--- config.mk ---
export PLATFORM = sky130hd
export DESIGN_NAME = cycle_sequencer
export DESIGN_NICKNAME = d
export VERILOG_FILES = /design/src/rtl/cpu_timing_pkg.sv /design/src/rtl/phase_edge.sv /design/src/rtl/cycle_sequencer.sv
export SDC_FILE = /design/constraint.sdc
export NUM_CORES = 1
export LEC_CHECK = 0
export ABC_AREA = 1
export BUFFER_PORTS_ARGS = -buffer_cell sky130_fd_sc_hd__buf_2
export CAP_MARGIN = 20
export CORE_UTILIZATION = 54
export CTS_BUF_LIST = sky130_fd_sc_hd__clkbuf_16
export DETAILED_ROUTE_END_ITERATION = 8
export PLACE_DENSITY = 0.8
export SYNTH_ARGS = -nofsm -noshare
export SYNTH_HDL_FRONTEND = slang
export SYNTH_SLANG_ARGS = --single-unit
--- constraint.sdc ---
create_clock -name CLK -period 2.9 [get_ports CLK]
set_input_delay 0 -clock CLK [delete_from_list [all_inputs] [get_ports CLK]]
set_output_delay 0 -clock CLK [all_outputs]
set_load 0.03 [all_outputs]
--- src/rtl/cpu_timing_pkg.sv ---
// Shared machine-cycle timing definitions: sequencer state encoding and default geometry.
package cpu_timing_pkg;

  localparam int unsigned NSTATES_DEF   = 8;
  localparam int unsigned TW_DEF        = 3;
  localparam int unsigned WAIT_SLOT_DEF = 2;

  typedef enum logic [1:0] {
    ST_ALIGN  = 2'd0,
    ST_RUN    = 2'd1,
    ST_HALTED = 2'd2
  } seq_state_e;

endpackage

--- src/rtl/phase_edge.sv ---
// Rising-edge detector for one phase level: combinational rise plus a registered 1-CLK strobe.
module phase_edge (
  input  logic i_clk,
  input  logic i_rst,
  input  logic i_ph,
  output logic o_rise_c,
  output logic o_stb
);

  logic r_ph_q;

  assign o_rise_c = i_ph & ~r_ph_q;

  always_ff @(posedge i_clk) begin
    if (i_rst) begin
      r_ph_q <= 1'b0;
      o_stb  <= 1'b0;
    end else begin
      r_ph_q <= i_ph;
      o_stb  <= o_rise_c;
    end
  end

endmodule

--- src/rtl/cycle_sequencer.sv ---
// Machine-cycle sequencer driven by the PH1/PH2 phase pair: subcycle counter, SYNC, HALT, overlap flag.
// Optional stall at WAIT_SLOT is built when WAIT_STATE_EN is defined.
module cycle_sequencer
  import cpu_timing_pkg::*;
#(
  parameter int unsigned NSTATES   = NSTATES_DEF,
  parameter int unsigned TW        = TW_DEF,
  parameter int unsigned WAIT_SLOT = WAIT_SLOT_DEF
) (
  input  logic               CLK,
  input  logic               RST,
  input  logic               PH1,
  input  logic               PH2,
  input  logic               HALT,
`ifdef WAIT_STATE_EN
  input  logic               WAIT,
`endif
  output logic [TW-1:0]      TSTATE,
  output logic [NSTATES-1:0] TONEHOT,
  output logic               SYNC,
  output logic               PH1_STB,
  output logic               PH2_STB,
  output logic               HALTED,
  output logic               OVL_ERR
);

  seq_state_e          r_state;
  seq_state_e          w_state_nx;
  logic [TW-1:0]       r_tstate;
  logic [TW-1:0]       w_tstate_nx;
  logic [NSTATES-1:0]  r_onehot;
  logic [NSTATES-1:0]  w_onehot_nx;
  logic                r_sync;
  logic                w_sync_nx;
  logic                r_halted;
  logic                r_ovl;
  logic                w_rise1;
  logic                w_rise2;
  logic                w_ovl;
  logic                w_adv1;
  logic                w_adv2;
  logic                w_wait;
  logic                w_stall;
  logic                w_at_last;

  phase_edge u_edge_ph1 (
    .i_clk    (CLK),
    .i_rst    (RST),
    .i_ph     (PH1),
    .o_rise_c (w_rise1),
    .o_stb    (PH1_STB)
  );

  phase_edge u_edge_ph2 (
    .i_clk    (CLK),
    .i_rst    (RST),
    .i_ph     (PH2),
    .o_rise_c (w_rise2),
    .o_stb    (PH2_STB)
  );

`ifdef WAIT_STATE_EN
  assign w_wait = WAIT;
`else
  assign w_wait = 1'b0;
`endif

  // A sampled overlap voids both rises for that cycle so the counter never moves on a bad phase pair
  assign w_ovl     = PH1 & PH2;
  assign w_adv1    = w_rise1 & ~w_ovl;
  assign w_adv2    = w_rise2 & ~w_ovl;
  assign w_stall   = w_wait & (r_tstate == TW'(WAIT_SLOT));
  assign w_at_last = (r_tstate == TW'(NSTATES - 1));

  // Next-state, next-subcycle and next-output decode
  always_comb begin
    w_state_nx  = r_state;
    w_tstate_nx = r_tstate;
    w_sync_nx   = 1'b0;
    w_onehot_nx = '0;
    unique case (r_state)
      ST_ALIGN: begin
        if (w_adv1) begin
          w_state_nx  = ST_RUN;
          w_tstate_nx = '0;
          w_sync_nx   = 1'b1;
        end
      end
      ST_RUN: begin
        if (w_adv2 && !w_stall) begin
          if (w_at_last) begin
            w_tstate_nx = '0;
            if (HALT) begin
              w_state_nx = ST_HALTED;
            end else begin
              w_sync_nx = 1'b1;
            end
          end else begin
            w_tstate_nx = r_tstate + TW'(1);
          end
        end
      end
      ST_HALTED: begin
        if (w_adv2 && !HALT) begin
          w_state_nx  = ST_RUN;
          w_tstate_nx = '0;
          w_sync_nx   = 1'b1;
        end
      end
      default: begin
        w_state_nx  = ST_ALIGN;
        w_tstate_nx = '0;
      end
    endcase
    if (w_state_nx == ST_RUN) begin
      w_onehot_nx = NSTATES'(1) << w_tstate_nx;
    end
  end

  always_ff @(posedge CLK) begin
    if (RST) begin
      r_state  <= ST_ALIGN;
      r_tstate <= '0;
      r_onehot <= '0;
      r_sync   <= 1'b0;
      r_halted <= 1'b0;
      r_ovl    <= 1'b0;
    end else begin
      r_state  <= w_state_nx;
      r_tstate <= w_tstate_nx;
      r_onehot <= w_onehot_nx;
      r_sync   <= w_sync_nx;
      r_halted <= (w_state_nx == ST_HALTED);
      r_ovl    <= r_ovl | w_ovl;
    end
  end

  assign TSTATE  = r_tstate;
  assign TONEHOT = r_onehot;
  assign SYNC    = r_sync;
  assign HALTED  = r_halted;
  assign OVL_ERR = r_ovl;

endmodule

-- Word-level counts from Yosys, hierarchy flattened
Cells that the tools add are included.
- add/sub/neg operators: 1
- shifts and indexed selects: 1
- bitwise operators: 10
- equality and inequality tests: 5
- reduce and logical (&&, ||, !) cells: 4
- multiplexer cells: 17
- operators with widths (kind ; count):
    3-bit 2-to-1 mux ; 4
    2-bit 2-to-1 mux ; 5
    3-bit one-hot mux with 3 select lines ; 1
    1-bit by 3-bit left shift with 8-bit output, first input constant ; 1
    2-bit one-hot mux with 3 select lines ; 1
    1-bit AND ; 5
    1-bit 2-to-1 mux ; 5
    2-bit by 1-bit == test with 1-bit output, second input constant ; 2
    2-bit == test, second input constant ; 2
    1-bit inverter ; 4
    3-bit by 1-bit adder with 3-bit output, second input constant ; 1
    3-bit == test, second input constant ; 1
    1-bit one-hot mux with 3 select lines ; 1
    2-bit zero test ; 1
    2-bit OR reduction ; 1
    1-bit logical AND ; 1
    1-bit zero test ; 1
    1-bit bitwise OR ; 1
- input port bits: 5
- output and inout bits: 16
- register bits after elaboration: 20

-- Longest topological paths before layout
Gate-level depths: netlist (run 1).
- depth after elaboration: 9
- mapped depth: 11
- depth with buffers taken out: 11

-- By module
From an unflattened synthesis (run 1), not the netlist that was laid out.
- cells, all modules: 122
- area, all modules: 923.4 um^2
- modules (own cells, without submodules) (module ; area an instance (um^2) ; instances ; cells an instance):
    cycle_sequencer ; 793.3 ; 1 ; 106
    phase_edge ; 65.1 ; 2 ; 8

-- Least setup slack after synthesis (run 1)
Ideal clock, no wire load.
- kind: register to register
- from: register r_tstate[0] (netlist: TSTATE[0])
- to: register r_onehot[4] (netlist: TONEHOT[4])
- cell stages (with the launch flop): 12
- arrival: 1.485 ns
- period minus slack after synthesis: 1.600 ns
- library setup time: 0.114 ns
- buffers on the path: 0
- setup slack: 1.300 ns
- path through: dfxtp_1 > ha_1 > ha_1 > nand2_1 > inv_1 > nand3_1 > nand2_1 > nand3_1 > nand2_1 > inv_2 > nand2_1 > nor2_1
- word-level cells in the longest chain between the ends: 7
- elaborated cells between the ends (all ways): 14
- ends and longest elaborated chain (what ; line ; source):
    start: declaration ; cycle_sequencer.sv:29 ; logic [TW-1:0] r_tstate;
    start signal: assignment ; cycle_sequencer.sv:130 ; r_tstate <= w_tstate_nx;
    3-bit == test ; cycle_sequencer.sv:73 ; assign w_at_last = (r_tstate == TW'(NSTATES - 1));
    2-bit 2-to-1 mux ; cycle_sequencer.sv:91 ; if (w_at_last) begin
    2-bit 2-to-1 mux ; cycle_sequencer.sv:90 ; if (w_adv2 && !w_stall) begin
    2-bit one-hot mux with 3 select lines ; cycle_sequencer.sv:81 ; unique case (r_state)
    2-bit by 1-bit == test with 1-bit output ; cycle_sequencer.sv:115 ; if (w_state_nx == ST_RUN) begin
    1-bit inverter (no line) ; -- ;
    2-bit OR reduction (no line) ; -- ;
    end signal: assignment ; cycle_sequencer.sv:131 ; r_onehot <= w_onehot_nx;
    end: declaration ; cycle_sequencer.sv:31 ; logic [NSTATES-1:0] r_onehot;
Several ways; a longest one is shown, not always the timed one.
A chain may end at the register's enable or synchronous reset.

-- Final worst setup path (run 1)
- from: register r_tstate[0] (netlist: TSTATE[0])
- to: register r_onehot[6] (netlist: TONEHOT[6])
The elaborated chain is that of the path after synthesis.

==> run metrics, run 1 <==
status finished, final reports clean; via count of the routed design approximately 840; postcts setup bufs 0; Die H 42.4 µm; post-route ant nets 0; Synth cell types 17; Max Root-Sink Buffers 2; DPL Wire Length 1370 µm; Worst-path clk slew around 0.050 ns; Avg Cell Area, Syn approximately 7.2 µm²; Util after Layout 0.714; combinational share of power 0.093; max-slew violation count 0; Iteration-0 DRC Markers 22; drt pass-1 iters 4; first-pass GRT wire length 3170 µm; Total Wirelength 1830 µm; n_diodes 0; Net Sw Frac 0.222; maximum clock rate 0.623 GHz; Clock Latency Late Sink 0.25 ns; Clock Tree Root clkbuf_16; number of global-route vias before repair 733; critical path peak fanout 7; Num CTS Buffers 3; # fillers 124; post-synth top area cell dfxtp_1; Pleak 0.564 nW; largest net degree at the start of global routing 12; RSZ-0062 raised after global routing no; CORE AREA 0.00151 mm²; switching power of the nets between 0.1 and 0.15 mW; Min-Delay Path Class in -> reg; Slew Limit Headroom 0.757; Worst Clk Skew 0.00302 ns; clk sinks 20; DRC 0; Internal 0.482 mW; commonest non-fill, non-tap cells in the layout 27 x nand2_1, 20 x dfxtp_1, 20 x buf_2, 19 x inv_1, 19 x nand3_1; P per Cell Area 576 mW/mm²; final setup vio count 0; Final Hold Vio Count 0; crit path DAT 1.75 ns; Clk network pwr share 0.445; WP data required 3.04 ns; GRT overflow 0; max cap viols 0; Setup TNS 0 ns; GRT Overall Usage 0.232; # rows 14; Reg power frac 0.462; Gate Count Post-Synth 122; port buffer count 20; Netlist Area Pre-Place 881 µm²; Setup CP Type reg -> reg; most common cell after layout, fill and taps aside nand2_1; period utilization 0.554; CTS H-tree lvls 1; pre-CTS setup slack ~1.4 ns; setup ws final 1.29 ns; Fin Hold WS 0.0271 ns; Syn Nets 129; Die X 42.4 µm; I/O Pins 21; Total Nets Final ~150; Max IR drop VDD 0.386 mV; Worst Tran Pin Value roughly 0.36 ns; initial antenna violation count 0; top post-synthesis cells by area dfxtp_1 45%, nand2_1 12%, nand3_1 11%; initial core utilization 0.585; Yosys reg bits 20; Hold Buf Count CTS 0; area delta synth->final 22.2%; share of layout cells above drive strength 1 0.214; CTS tree built; post-synth top area share 0.455; Tmin final 1.61 ns; # resized after CTS 0; Total Die Area 0.00180 mm²; DR vias/cell between 5 and 6; Avg WL per Cell 11.4 µm; type of element capturing the critical path flip-flop; Worst Setup Start Kind flip-flop; post-synthesis sequential area ratio 0.455; GP Congestion 0.921; Yosys Warn Count 0
## area by class of cell
| cell class | instances | area [µm²] | area share |
|---|---|---|---|
| inverter | 20 | 75.1 | 0.0698 |
| tap | 16 | 20.0 | 0.0186 |
| clock inverter | 1 | 3.75 | 0.00349 |
| sequential | 20 | 400 | 0.372 |
| clock buffer | 3 | 75.1 | 0.0698 |
| multi-input combinational | 81 | 402 | 0.373 |
| timing repair buffer | 20 | 100 | 0.0930 |
## final timing paths
check                                          start                    end  slack (ns)  cells past startpoint
worst max-delay path            TSTATE[0]$_SDFF_PP0_  TONEHOT[6]$_SDFF_PP0_        1.29                     11
worst min-delay path                             RST     OVL_ERR$_SDFF_PP0_        0.03                      2
worst max register to register  TSTATE[0]$_SDFF_PP0_  TONEHOT[6]$_SDFF_PP0_        1.29                     11
worst min register to register    OVL_ERR$_SDFF_PP0_     OVL_ERR$_SDFF_PP0_        0.44                      2
## sequential cells by signal (all words and copies together), names as in the netlist
| signal | count |
|---|---|
| TONEHOT | 8 |
| TSTATE | 3 |
| r_state | 2 |
| HALTED | 1 |
| OVL_ERR | 1 |
| SYNC | 1 |
| u_edge_ph1.o_stb | 1 |
| u_edge_ph1.r_ph_q | 1 |
| u_edge_ph2.o_stb | 1 |
| u_edge_ph2.r_ph_q | 1 |
## critical path, stage by stage, from the launching register on
cell,delay (ns)
dfxtp_1,0.43
ha_1,0.19
ha_1,0.21
nand2_1,0.07
inv_1,0.08
nand3_1,0.08
nand2_1,0.07
nand3_1,0.07
nand2_1,0.07
inv_2,0.04
nand2_1,0.11
nor2_1,0.06
## cells by family after synthesis
logic type,share of synthesized area
simple gates,0.384
flops,0.455
fa+ha+maj,0.0284
buf+inv,0.0895
compound gates,0.0440
## routing by layer
layer | track usage | routed length [µm] | share of wire | up-vias
met5 | 0 | 0 | 0 | -
met4 | 0.106 | 28 | 0.015 | 0
met3 | 0.0431 | 132 | 0.072 | 5
met2 | 0.366 | 864 | 0.47 | 35
met1 | 0.308 | 808 | 0.44 | 374
li1 | - | - | - | 429
## power by group through the flow
stage | logic [mW] | registers, mW | clock network (mW)
after detailed placement | 0.0566 | 0.292 | 0
after global routing | 0.0645 | 0.287 | 0.290
final | 0.0577 | 0.286 | 0.276
after global placement | 0.0560 | 0.292 | 0
after floorplan | 0.0317 | 0.301 | 0
after CTS | 0.0574 | 0.286 | 0.279
## synthesized netlist by cell type
cell / number
nor2_4: 3
a21oi_1: 3
nand2_4: 1
nand3_1: 19
nand2_2: 2
inv_1: 19
nand3_2: 1
nand4_1: 1
nor2_1: 18
o211ai_1: 1
ha_1: 2
nand2_1: 27
a31oi_1: 1
dfxtp_1: 20
clkbuf_1: 1
inv_2: 1
o21ai_0: 2
## metrics by stage
| stage | instances | total power [mW] | instance area (µm²) |
|---|---|---|---|
| floorplan | 122 | 0.333 | 881 |
| global placement | 157 | 0.348 | 997 |
| detailed placement | 157 | 0.348 | 997 |
| CTS | 161 | 0.622 | 1080 |
| global route | 161 | 0.641 | 1080 |
| finish | 161 | 0.619 | 1080 |
(Power assumes the default switching activity.)
==> inputs of run 2 (changes only) <==
--- a/config.mk
+++ b/config.mk
@@ -5,13 +5,13 @@
 export SDC_FILE = /design/constraint.sdc
 export NUM_CORES = 1
 export LEC_CHECK = 0
-export ABC_AREA = 1
+export ABC_AREA = 0
 export BUFFER_PORTS_ARGS = -buffer_cell sky130_fd_sc_hd__buf_2
 export CAP_MARGIN = 20
-export CORE_UTILIZATION = 54
+export CORE_UTILIZATION = 50
 export CTS_BUF_LIST = sky130_fd_sc_hd__clkbuf_16
 export DETAILED_ROUTE_END_ITERATION = 8
-export PLACE_DENSITY = 0.8
+export PLACE_DENSITY = 0.75
 export SYNTH_ARGS = -nofsm -noshare
 export SYNTH_HDL_FRONTEND = slang
 export SYNTH_SLANG_ARGS = --single-unit
==> constraint.sdc (replaced) <==
create_clock -name CLK -period 1.5 [get_ports CLK]
set_input_delay 0 -clock CLK [delete_from_list [all_inputs] [get_ports CLK]]
set_output_delay 0 -clock CLK [all_outputs]
set_load 0.03 [all_outputs]
==> run metrics, run 2 <==
status finished, violations left; failing checks DRC, setup timing; initial core utilization 0.563; area delta synth->final 55.9%; DPL Wire Length 1410 µm; max cap viols 0; reg2reg end TONEHOT[1]$_SDFF_PP0_; Critical Path, Cell by Cell buf_4, nand2b_1, nor3_4, o221ai_4, nor4b_2; WP data required 1.65 ns; Worst Clk Skew 0.00141 ns; Die H approximately 44 µm; pre-CTS setup slack -0.184 ns; Largest register FFs 8; Tmin final 1.76 ns; post-synthesis xor/xnor area fraction 0; Worst-path clk slew 0.05 ns; Num CTS Buffers 3; type of element capturing the critical path flip-flop; I/O Pins 21; crit path DAT ~1.9 ns; port buffer count 20; R2R setup slack -0.26 ns; Min-Delay Path Class in -> reg; slowest stage cell on the critical path dfxtp_1; Util after Layout 0.879; Total Nets Final 129; Non-Filler Instances 137; GRT overflow 0; mux share of post-synthesis cell area 0; Max IR drop VDD 0.640 mV; Hold Crit Start PH2; CORE AREA 0.00158 mm²; Yosys reg bits 20; CP delay by family, top simple AND/OR/NAND/NOR gates; post-route ant nets 0; share of layout cells above drive strength 1 0.603; post-synth top area share 0.451; Setup TNS -1.63 ns; max-slew violation count 0; CTS tree built; # rows 14; Pleak 0.600 nW; Syn Nets 86; CTS H-tree lvls 1; GP Congestion 0.879; Iteration-0 DRC Markers 27; GRT Overall Usage 0.359; CP max stage delay 0.44 ns; Post-synth EDFFs 0; final setup vio count 12; most numerous cell in the Yosys netlist dfxtp_1; Synth top cells by count 20 x dfxtp_1, 6 x nor2_1, 4 x nor2b_1, 4 x nor4b_2; first-pass GRT wire length 4940 µm; Synth cell types 36; maximum clock rate 0.568 GHz; critical path peak fanout 6; Gate Count Post-Synth 79; Worst Tran Pin Value 0.423 ns; Reg2Reg Depth 5; FFs w/ async S/R, synth 0; dpl cells 129; commonest non-fill, non-tap cells in the layout 20 x buf_2, 17 x buf_4, 15 x dfxtp_1, 6 x nor2_1; DRC 1; Hold Buf Count CTS 0; Hold EP u_edge_ph2.r_ph_q$_SDFF_PP0_; top post-synthesis cells by area dfxtp_1 45%, nor4b_2 6.8%, o311ai_4 3.0%; Max Root-Sink Buffers 2; most common cell after layout, fill and taps aside buf_2; Die X 44.2 µm; Total Wirelength between 2000 and 3000 µm; n_diodes 0; Slew Limit Headroom 0.717; Fin Hold WS 0.0502 ns; Final Hold Vio Count 0; RSZ-0062 raised after global routing yes; simple logic cell fraction of the synthesized area 0.320; post-synth top area cell dfxtp_1; setup ws final -0.260 ns; period utilization 1.17; Clock Tree Root clkbuf_16; via count of the routed design approximately 890; Clock Latency Late Sink approximately 0.25 ns; largest net degree at the start of global routing 13; initial antenna violation count 0; drt pass-1 iters 8; Avg WL per Cell 21.3 µm; Hold Crit Depth 2; Avg Cell Area, Syn about 11 µm²; Netlist Area Pre-Place 888 µm²; Worst Setup Start Kind flip-flop; compound-gate portion of the synthesized area 0.182; Total Die Area 0.00195 mm²; ys flop type dfxtp_1; Setup CP Type reg -> reg; clk sinks 20; Yosys Warn Count 0; post-synthesis sequential area ratio 0.451; RR Startpoint r_state[0]$_SDFF_PP0_; main combinational cell family by area after synthesis simple AND/OR/NAND/NOR gates; number of global-route vias before repair 915; post-synthesis adder-cell area fraction 0.0282; DR vias/cell ~6.5; crit path buf inv count 1; P per Cell Area 926 mW/mm²
-- run 2: worst max-delay path by stage --
stage / startpoint / to / depth (start not counted)
5_1_grt: r_state[0]$_SDFF_PP0_ / TONEHOT[1]$_SDFF_PP0_ / 5
3_5_place_dp: u_edge_ph2.r_ph_q$_SDFF_PP0_ / TONEHOT[5]$_SDFF_PP0_ / 5
4_1_cts: u_edge_ph2.r_ph_q$_SDFF_PP0_ / TONEHOT[3]$_SDFF_PP0_ / 5
6_report: r_state[0]$_SDFF_PP0_ / TONEHOT[1]$_SDFF_PP0_ / 5
3_3_place_gp: u_edge_ph2.r_ph_q$_SDFF_PP0_ / TONEHOT[5]$_SDFF_PP0_ / 5
2_1_floorplan: u_edge_ph2.r_ph_q$_SDFF_PP0_ / TONEHOT[1]$_SDFF_PP0_ / 4
-- run 2: logic make-up (layout without fill, tap and decap cells) --
group,after synthesis,count (layout)
buffers and inverters,4,44
flip-flops,20,20
AO/OA/AOI/OAI,17,18
adder cells (fa/ha/maj),2,2
AND/OR/NAND/NOR,36,37
-- run 2: layer usage --
| metal | wire [µm] | global-route usage | share of wire |
|---|---|---|---|
| met1 | 1200 | 0.446 | 0.41 |
| met2 | 1440 | 0.594 | 0.49 |
| met3 | 190 | 0.0735 | 0.065 |
| met4 | 95 | 0.164 | 0.033 |
| met5 | 0 | 0 | 0 |
-- run 2: layout make-up --
cell class | instances | area [µm²]
repair buffers | 39 | 250
flip-flops and latches | 20 | 412
clock buffers | 3 | 75.1
fillers | 65 | 191
well taps | 16 | 20.0
multi-input cells | 57 | 621
clock inverters | 1 | 3.75
inverters | 1 | 3.75
-- run 2: where the power goes --
group	switching, mW	total [mW]	internal [mW]
logic	0.107	0.180	0.0739
clock network	0.194	0.549	0.355
registers	0.0113	0.553	0.542
total	0.312	1.28	0.971
-- run 2: stage by stage --
stage	total power [mW]	cell area, µm²
floorplan	0.646	933
detailed placement	0.697	1160
CTS	1.25	1310
finish	1.28	1390
global placement	0.695	1160
global route	1.32	1390
-- run 2: timing repair --
item                                    4_1_cts  5_1_grt
endpoints found under the setup margin       12       14
gates resized for setup                       6       15
buffers inserted                              2        0
endpoints found under the hold margin         0        0
gates cloned                                  2        0
pin swaps                                     6        6
==> inputs of run 3 (changes only) <==
--- a/config.mk
+++ b/config.mk
@@ -8,10 +8,11 @@
 export ABC_AREA = 0
 export BUFFER_PORTS_ARGS = -buffer_cell sky130_fd_sc_hd__buf_2
 export CAP_MARGIN = 20
-export CORE_UTILIZATION = 50
+export CORE_ASPECT_RATIO = 1.5
+export CORE_MARGIN = 8
+export CORE_UTILIZATION = 40
 export CTS_BUF_LIST = sky130_fd_sc_hd__clkbuf_16
 export DETAILED_ROUTE_END_ITERATION = 8
-export PLACE_DENSITY = 0.75
 export SYNTH_ARGS = -nofsm -noshare
 export SYNTH_HDL_FRONTEND = slang
 export SYNTH_SLANG_ARGS = --single-unit
==> run metrics, run 3 (same netlist as run 2, synthesis figures left out) <==
status finished, violations left; failing checks setup timing; Max Root-Sink Buffers 2; pre-CTS setup slack -0.168 ns; post-route ant nets 0; DR vias/cell 5.40; final setup vio count 9; register area ~420 µm²; Largest register FFs 8; slowest stage cell on the critical path or3b_4; Avg WL per Cell 16.1 µm; dpl cells between 100 and 150; Die H 73.7 µm; Max IR drop VDD 0.614 mV; n_diodes 0; # rows 21; R2R setup slack -0.11 ns; largest net degree at the start of global routing 13; Total Nets Final 133; Clock Tree Root clkbuf_16; Hold Crit Depth 2; Total Die Area 0.00402 mm²; Tmin final 1.61 ns; RR Startpoint u_edge_ph2.r_ph_q$_SDFF_PP0_; Hold EP u_edge_ph2.r_ph_q$_SDFF_PP0_; DRC 0; # fillers 185; most common cell after layout, fill and taps aside buf_4; Setup CP Type reg -> reg; DPL Wire Length 1670 µm; CTS tree built; Hold Crit Start PH2; maximum clock rate slightly above 0.6 GHz; Multi-input gate area 567 µm²; area delta synth->final 59.0%; P per Cell Area 977 mW/mm²; RSZ-0062 raised after global routing yes; crit path DAT about 1.8 ns; CTS H-tree lvls 1; GP Congestion 0.836; max-slew violation count 0; GRT overflow 0; share of layout cells above drive strength 1 0.624; Slew Limit Headroom 0.752; drt pass-1 iters 4; Hold Buf Count CTS 0; critical path peak fanout 9; port buffer count 20; I/O Pins 21; WP data required ~1.7 ns; Worst Tran Pin Value approximately 0.37 ns; Clock Latency Late Sink 0.25 ns; Die X 54.5 µm; Worst-path clk slew about 0.05 ns; Reg2Reg Depth 4; Non-Filler Instances 148; Num CTS Buffers 3; period utilization 1.07; via count of the routed design 799; Critical Path, Cell by Cell or3b_4, nor3_4, o221ai_4, nor4_1; Pleak 0.637 nW; reg2reg end TONEHOT[5]$_SDFF_PP0_; CP max stage delay 0.43 ns; initial antenna violation count 0; Worst Clk Skew 0.00125 ns; CORE AREA roughly 0.0022 mm²; Setup TNS -0.674 ns; max cap viols 0; type of element capturing the critical path flip-flop; setup ws final -0.107 ns; Total Wirelength approximately 2400 µm; clk sinks 20; GRT Overall Usage 0.135; Final Hold Vio Count 0; commonest non-fill, non-tap cells in the layout 23 x buf_4, 20 x buf_2, 14 x dfxtp_1, 6 x nor2_1; first-pass GRT wire length 4040 µm; Iteration-0 DRC Markers 15; Min-Delay Path Class in -> reg; Worst Setup Start Kind flip-flop; initial core utilization 0.407; number of global-route vias before repair 868
-- run 3: cell count changes in the layout (fill, tap and decap cells not counted), sizes merged --
cell / before / now
clkinv: 1 / 0
clkbuf: 3 / 4
nand2: 5 / 4
o221ai: 2 / 1
buf: 39 / 45
-- run 3: worst max path at each step --
stage | start | to | slack, ns | cells after the start
global route | u_edge_ph2.r_ph_q$_SDFF_PP0_ | TONEHOT[1]$_SDFF_PP0_ | -0.17 | 4
finish | u_edge_ph2.r_ph_q$_SDFF_PP0_ | TONEHOT[5]$_SDFF_PP0_ | -0.11 | 4
CTS | u_edge_ph2.r_ph_q$_SDFF_PP0_ | TONEHOT[6]$_SDFF_PP0_ | -0.11 | 7
detailed placement | u_edge_ph2.r_ph_q$_SDFF_PP0_ | TONEHOT[1]$_SDFF_PP0_ | -0.17 | 4
global placement | u_edge_ph2.r_ph_q$_SDFF_PP0_ | TONEHOT[6]$_SDFF_PP0_ | -0.14 | 5
floorplan | u_edge_ph2.r_ph_q$_SDFF_PP0_ | TONEHOT[1]$_SDFF_PP0_ | -0.07 | 4
-- run 3: timing repair --
| action | in CTS | in global routing |
|---|---|---|
| endpoints found under the hold margin | 0 | 0 |
| setup endpoints to repair | 12 | 12 |
| resized for setup | 14 | 4 |
| pin swaps | 11 | 5 |
| setup buffers | 7 | 0 |
| cloned | 0 | 0 |
-- run 3: stage by stage --
stage                     area, µm²  power, mW  hold WS [ns]  utilization
final                          1410       1.38        0.0759        0.648
after global routing           1410       1.42        0.0831        0.648
after CTS                      1400       1.38        0.0575        0.640
after detailed placement       1180      0.702         0.323        0.540
after global placement         1180      0.700         0.318        0.540
after floorplan                 933      0.646        0.0716            -
-- run 3: per-layer routing --
| layer | global-route usage | share of wire | vias to the layer above |
|---|---|---|---|
| li1 | - | - | 389 |
| met1 | 0.143 | 0.38 | 379 |
| met2 | 0.231 | 0.54 | 26 |
| met3 | 0.0344 | 0.054 | 5 |
| met4 | 0.0659 | 0.028 | 0 |
| met5 | 0 | 0 | - |
-- run 3: power by group --
group	switching, mW	internal, mW
Sequential	0.00944	0.539
Clock	0.202	0.462
Combinational	0.0919	0.0752
Total	0.303	1.08
-- run 3: critical path, delay by kind of cell, from the launching register on --
family | cells | cell delay [ns]
and+or+nand+nor | 3 | 0.95
AOI/OAI and AO/OA | 1 | 0.19
DFF | 1 | 0.36
-- run 3: cell type report --
class / count / area share
repair buffers: 45 / 0.209
clock buffers: 4 / 0.0709
multi-input cells: 55 / 0.401
inverters: 1 / 0.00266
flip-flops and latches: 20 / 0.296
well taps: 23 / 0.0204
